**config.mk**
```make
export PLATFORM = sky130hd
export DESIGN_NAME = lives_manager
export DESIGN_NICKNAME = d
export VERILOG_FILES = /design/src/rtl/lives_manager.sv
export SDC_FILE = /design/constraint.sdc
export NUM_CORES = 1
export LEC_CHECK = 0
export ABC_AREA = 1
export ABC_CLOCK_PERIOD_IN_PS = 2550
export CORE_MARGIN = 5
export CORE_UTILIZATION = 54
export CTS_CLUSTER_SIZE = 30
export DETAILED_ROUTE_END_ITERATION = 12
export PLACE_DENSITY_LB_ADDON = 0.1
export SLEW_MARGIN = 10
export SYNTH_ARGS = -nofsm -noshare
export SYNTH_HDL_FRONTEND = slang
export SYNTH_SLANG_ARGS = --single-unit
```
**constraint.sdc**
```tcl
create_clock -name clk -period 2.55 [get_ports clk]
set_clock_uncertainty 0.15 [all_clocks]
set_input_delay 0.765 -clock clk [delete_from_list [all_inputs] [get_ports clk]]
set_output_delay 0.765 -clock clk [all_outputs]
set_load 0.02 [all_outputs]
```
**src/rtl/lives_manager.sv**
```systemverilog
// lives_manager: player life tracking with post-hit invulnerability window and optional blink.
// Ports: clk, reset (async, active-high); startOfFrame/newGame/hit/bonus event pulses;
//        lives (thermometer mask), livesDisplay (mask for bitmap stage), invulnerable, gameOver.
// Optional feature macro: LIVES_BLINK_EN (blinks the just-lost life during invulnerability).
module lives_manager #(
    parameter int INIT_LIVES    = 3,
    parameter int INVULN_FRAMES = 64,
    parameter int BLINK_FRAMES  = 8
) (
    input  logic       clk,
    input  logic       reset,
    input  logic       startOfFrame,
    input  logic       newGame,
    input  logic       hit,
    input  logic       bonus,
    output logic [2:0] lives,
    output logic [2:0] livesDisplay,
    output logic       invulnerable,
    output logic       gameOver
);
    typedef enum logic [1:0] {IDLE, PLAYING, INVULN, GAME_OVER} state_t;
    localparam logic [2:0] LIVES_INIT = 3'((1 << INIT_LIVES) - 1);
    if (INIT_LIVES < 1 || INIT_LIVES > 3 || INVULN_FRAMES < 1 || INVULN_FRAMES > 127 ||
        BLINK_FRAMES < 1 || BLINK_FRAMES > 127) begin : g_bad_param
        $error("lives_manager: parameter out of legal range");
    end
    state_t     state_q, state_d;
    logic [2:0] lives_q, lives_d;
    logic [6:0] cnt_q, cnt_d;
    logic [2:0] disp_q, disp_d;
    logic       inv_q, inv_d;
    logic       go_q, go_d;
`ifdef LIVES_BLINK_EN
    logic [2:0] lost_q, lost_d;
    logic [6:0] bcnt_q, bcnt_d;
    logic       phase_q, phase_d;
`endif
    always_comb begin
        state_d = state_q;
        lives_d = lives_q;
        cnt_d   = cnt_q;
`ifdef LIVES_BLINK_EN
        lost_d  = lost_q;
        bcnt_d  = bcnt_q;
        phase_d = phase_q;
`endif
        if (newGame) begin
            state_d = PLAYING;
            lives_d = LIVES_INIT;
            cnt_d   = '0;
`ifdef LIVES_BLINK_EN
            lost_d  = '0;
            bcnt_d  = '0;
            phase_d = 1'b0;
`endif
        end else if (state_q == PLAYING && hit) begin
            // A simultaneous bonus is dropped in favour of the hit.
            lives_d = lives_q >> 1;
            if (lives_d == 3'b000) begin
                state_d = GAME_OVER;
            end else begin
                state_d = INVULN;
                cnt_d   = 7'(INVULN_FRAMES);
`ifdef LIVES_BLINK_EN
                lost_d  = lives_q & ~lives_d;
                bcnt_d  = '0;
                phase_d = 1'b0;
`endif
            end
        end else begin
            if ((state_q == PLAYING || state_q == INVULN) && bonus)
                lives_d = {lives_q[1:0], 1'b1};
            if (state_q == INVULN && startOfFrame && cnt_q != '0) begin
                cnt_d = cnt_q - 7'd1;
                if (cnt_d == '0)
                    state_d = PLAYING;
`ifdef LIVES_BLINK_EN
                bcnt_d  = (bcnt_q == 7'(BLINK_FRAMES - 1)) ? '0 : bcnt_q + 7'd1;
                phase_d = (bcnt_q == 7'(BLINK_FRAMES - 1)) ? ~phase_q : phase_q;
`endif
            end
        end
        inv_d  = state_d == INVULN;
        go_d   = state_d == GAME_OVER;
`ifdef LIVES_BLINK_EN
        disp_d = lives_d | ((inv_d && !phase_d) ? lost_d : 3'b000);
`else
        disp_d = lives_d;
`endif
    end
    always_ff @(posedge clk or posedge reset) begin
        if (reset) begin
            state_q <= IDLE;
            lives_q <= '0;
            cnt_q   <= '0;
            disp_q  <= '0;
            inv_q   <= 1'b0;
            go_q    <= 1'b0;
`ifdef LIVES_BLINK_EN
            lost_q  <= '0;
            bcnt_q  <= '0;
            phase_q <= 1'b0;
`endif
        end else begin
            state_q <= state_d;
            lives_q <= lives_d;
            cnt_q   <= cnt_d;
            disp_q  <= disp_d;
            inv_q   <= inv_d;
            go_q    <= go_d;
`ifdef LIVES_BLINK_EN
            lost_q  <= lost_d;
            bcnt_q  <= bcnt_d;
            phase_q <= phase_d;
`endif
        end
    end
    assign lives        = lives_q;
    assign livesDisplay = disp_q;
    assign invulnerable = inv_q;
    assign gameOver     = go_q;
endmodule

```
* After elaboration in Yosys (flattened, before gate mapping) *
Cells that the tools add are included.

cells by class
  $add $sub $neg = 1
  $mul = 0
  div/mod/pow operators = 0
  order comparisons = 0
  equal/unequal tests = 5
  shift-type cells = 0
  muxes and demuxes = 12
  bitwise gates (word level) = 0
  reductions and logical operators = 11

operators with widths
  cell                                                                   count
  7-bit two-way mux                                                      4
  3-bit two-way mux                                                      3
  2-bit two-way mux                                                      4
  7-bit zero test                                                        1
  7-bit nonzero test                                                     1
  7-bit by 1-bit subtractor with 7-bit output, second input constant     1
  2-bit equality test, second input constant                             3
  3-bit nonzero test                                                     2
  1-bit logical AND                                                      4
  3-bit zero test                                                        1
  3-bit inequality test, second input constant                           1
  2-bit by 1-bit equality test with 1-bit output, second input constant  1
  2-bit AND reduction                                                    1
  1-bit logical OR                                                       1
  1-bit two-way mux                                                      1

word-level totals
  flip-flop bits (word level) = 14
  bits in latches = 0
  memory bits (writable) = 0
  ROM bits = 0
  input port bits = 6
  memories kept = 0

* Logic depth before layout (Yosys ltp) *
Gate-level depths: netlist of the first run.

  depth after elaboration = 7
  mapped depth = 13
  gate-level depth less buffers = 13

* Least setup slack after synthesis of the first run *
Ideal clock, no wire load.

  path kind = input port to flip-flop
  start = in hit
  end = reg cnt_q[2]
  setup time = 0.121 ns
  data arrival time = 1.552 ns
  data required time = 2.279 ns
  path slack = 0.728 ns
  stages = 10
  path buffers = 0
  cell sequence = nand2_2 > inv_2 > nor2_2 > nand2_1 > o21ai_2 > inv_4 > nand2_4 > inv_2 > nand2_1 > o21ai_1

between the ends
  longest elaborated chain between the ends = 3
  elaborated cells between the ends (all ways) = 6
  those cells by class = eq/ne: 1; mux: 2; reduce/logical: 3

ends and longest elaborated chain
  element                                                                    RTL line  source
  start: declaration                                                         14        input logic hit,
  1-bit logical AND (*)                                                      56        end else if (state_q == PLAYING && hit) begin
  3-bit inequality test (no source line) (tied with other cells)             n/a
  2-bit AND reduction (no source line) or 7-bit two-way mux (tied branches)  n/a
  end signal: assignment                                                     107       cnt_q <= cnt_d;
  end: declaration                                                           29        logic [6:0] cnt_q, cnt_d;

Every way passes the cells marked *; elsewhere a longest branch is shown, timed or not.
A chain may end at the register's enable or synchronous reset.

==> flow_summary.json, run 1 <==
{
  "status": "finished clean",
  "peakVddDrop_mv": 0.436,
  "drt-total-wl_um": 1670,
  "synth_nets": 121,
  "yosysTopAreaCellShare": 0.419,
  "multiInputGateArea_um2": 389,
  "critPathMaxStageDelay_ns": 0.63,
  "die_width_um": 49.3,
  "p_per_area_nw_per_um2": 753,
  "post_drt_wl_per_cell_um": 11.8,
  "rsz0062_at_grt": "no",
  "synth_cell_types": 22,
  "fill_cells": 135,
  "synth_cells": 111,
  "layout_common_cells": "31 x nand2_1, 14 x inv_1, 14 x dfrtp_1",
  "fin_nets": 137,
  "critical_path.top_delay_family": "buffers and inverters",
  "path_max_fanout": 5,
  "timing.final.ws_setup_ns": 0.316,
  "critPathLaunchType": "flop",
  "yosysSeqAreaShare": 0.419,
  "viasPerCell": 5.01,
  "grt_pass1_wl_um": 2820,
  "layout_commonest_cell": "nand2_1",
  "rows": 14,
  "coreArea_um2": 1490,
  "p_int_uw": 464,
  "ys_warn_count": 0,
  "hold_violations": 0,
  "routed.top_layer": "met4",
  "dp.cells": 138,
  "cap_violations": 0,
  "relSlewSlack": 0.648,
  "io-pin-count": 14,
  "syn_avg_cell_area_um2": 7.53,
  "cts.path.max_buffers": 2,
  "clkPwrFrac": 0.202,
  "antenna_found_initial": 0,
  "drt-pass1-iter-count": 4,
  "gp_congestion": 0.852,
  "p_sw_uw": 294,
  "finalMaxSlewViolations": 0,
  "setup_viol": 0,
  "worst_slew_pin_slew_ns": 0.528,
  "yosys.area.top_type": "dfrtp_1",
  "clkTransAtPathRegs_ns": 0.08,
  "cts_resized": 0,
  "worst_path_max_delay_cell": "clkdlybuf4s50_1",
  "vias": 712,
  "crit_chain": "clkdlybuf4s50_1",
  "hp-class": "flop to flop",
  "power_leakage_nw": 0.520,
  "met2_length_um": 880,
  "drc": 0,
  "area_growth_pct": 20.5,
  "worstPathRequired_ns": 1.64,
  "htree_levels": 1,
  "cts_tree": "built",
  "ff_latch_area_um2": 350,
  "final_core_util": 0.676,
  "worstSetupEndpointType": "output port",
  "p_seq_frac": 0.396,
  "grt_max_degree": 15,
  "path_class": "flop to output port",
  "synth_seq_cells": 14,
  "synthTopCellsByArea": "dfrtp_1 42%, nand2_1 14%, inv_1 6.3%, ha_1 6.0%, nor2_1 5.4%",
  "insertion_delay_ns": 0.27,
  "dp_slack_ns": 0.209,
  "track_usage": 0.145,
  "io_buffers": 13,
  "cts_sinks": 14,
  "gr-total-overflow": 0,
  "numCtsBuffers": 3,
  "start_util": 0.561,
  "tns_ns": 0,
  "cts-root-buf": "clkbuf_4",
  "max_freq_ghz": 0.448,
  "hold_buffers": 0,
  "antenna_left": 0,
  "grt_pass1_vias": 689,
  "drive_above_1_share": 0.143,
  "n_antenna_cell": 0,
  "post-route-period-util": 0.876,
  "synth_area_um2": 836,
  "dieArea_um2": 2430,
  "min_period_ns": 2.23,
  "drt_iter0_drc": 19,
  "post_cts_buffers": 0,
  "critical_path_arrival_ns": 1.32,
  "combPwrFrac": 0.402,
  "wl_met3_um": 55,
  "dp_hpwl_um": 1350,
  "sw_frac_of_total": 0.388,
  "wl_met1_um": 721,
  "fin_cells": 142,
  "crit_buf_inv": 1,
  "dieHeight_um": 49.3
}
layout make-up:
cell class,instances,share of cell area
sequential,14,0.348
tap,16,0.0199
inverter,19,0.0733
multi-input combinational,75,0.386
timing repair buffer,14,0.137
clock buffer,4,0.0360
per-layer routing:
metal | track usage | vias up
met2 | 0.264 | 16
met1 | 0.170 | 320
met3 | 0.0275 | 2
met4 | 0.0404 | 0
li1 | - | 374
met5 | 0 | -
path summary, 6_finish.rpt:
path                                             start                           to  slack (ns)  cells past startpoint
max                        livesDisplay[2]$_DFFE_PP0P_                     lives[2]        0.32                      1
min                               cnt_q[6]$_DFFE_PP0P_         cnt_q[6]$_DFFE_PP0P_        0.40                      2
max reg2reg                       cnt_q[0]$_DFFE_PP0P_         cnt_q[2]$_DFFE_PP0P_        0.68                     13
min reg2reg                       cnt_q[6]$_DFFE_PP0P_         cnt_q[6]$_DFFE_PP0P_        0.40                      2
max in group asynchronous                        reset  livesDisplay[0]$_DFFE_PP0P_        1.23                      2
min in group asynchronous                        reset           gameOver$_DFF_PP0_        0.67                      2
kinds of logic after synthesis:
family | synth area share
compound gates | 0.0898
xor+xnor | 0.0210
fa+ha+maj | 0.0599
buf+inv | 0.115
flops | 0.419
simple gates | 0.295
tightest hold or removal path, cell delays in order, from the launching register on:
cell and delay [ns]:
dfrtp_1 0.39, nand2_1 0.06, o21ai_0 0.06
state kept, by name, summed over array words and instances, names as in the netlist:
name and cells:
cnt_q 7, livesDisplay 3, state_q 2, gameOver 1, invulnerable 1
Yosys cell counts, drive strengths merged:
library cell  number
nand3              6
nand4              1
inv               19
nand2             35
o21ai              6
dfrtp             14
buf                3
xor2               2
a21oi              1
a31oi              1
nor2              15
a41oi              1
ha                 4
o311ai             1
o22ai              2
power groups by stage:
stage | Sequential [mW] | Clock [mW] | Combinational [mW]
2_1_floorplan | 0.304 | 0 | 0.221
3_3_place_gp | 0.302 | 0 | 0.297
3_5_place_dp | 0.305 | 0 | 0.304
4_1_cts | 0.301 | 0.159 | 0.306
5_1_grt | 0.307 | 0.177 | 0.341
6_report | 0.300 | 0.153 | 0.305
through the flow:
| step | instance area, µm² | hold WS [ns] | power [mW] |
|---|---|---|---|
| floorplan | 836 | 0.325 | 0.525 |
| global placement | 971 | 0.386 | 0.600 |
| detailed placement | 971 | 0.376 | 0.609 |
| CTS | 1010 | 0.398 | 0.766 |
| global route | 1010 | 0.448 | 0.825 |
| finish | 1010 | 0.397 | 0.759 |
Power figures use the tool's default switching activity.
==> inputs of run 2 (changes only) <==
- CTS_CLUSTER_DIAMETER: not set -> 50
==> results of run 2 <==
Same layout as run 1: the final DEF is identical, and so are final timing and power.
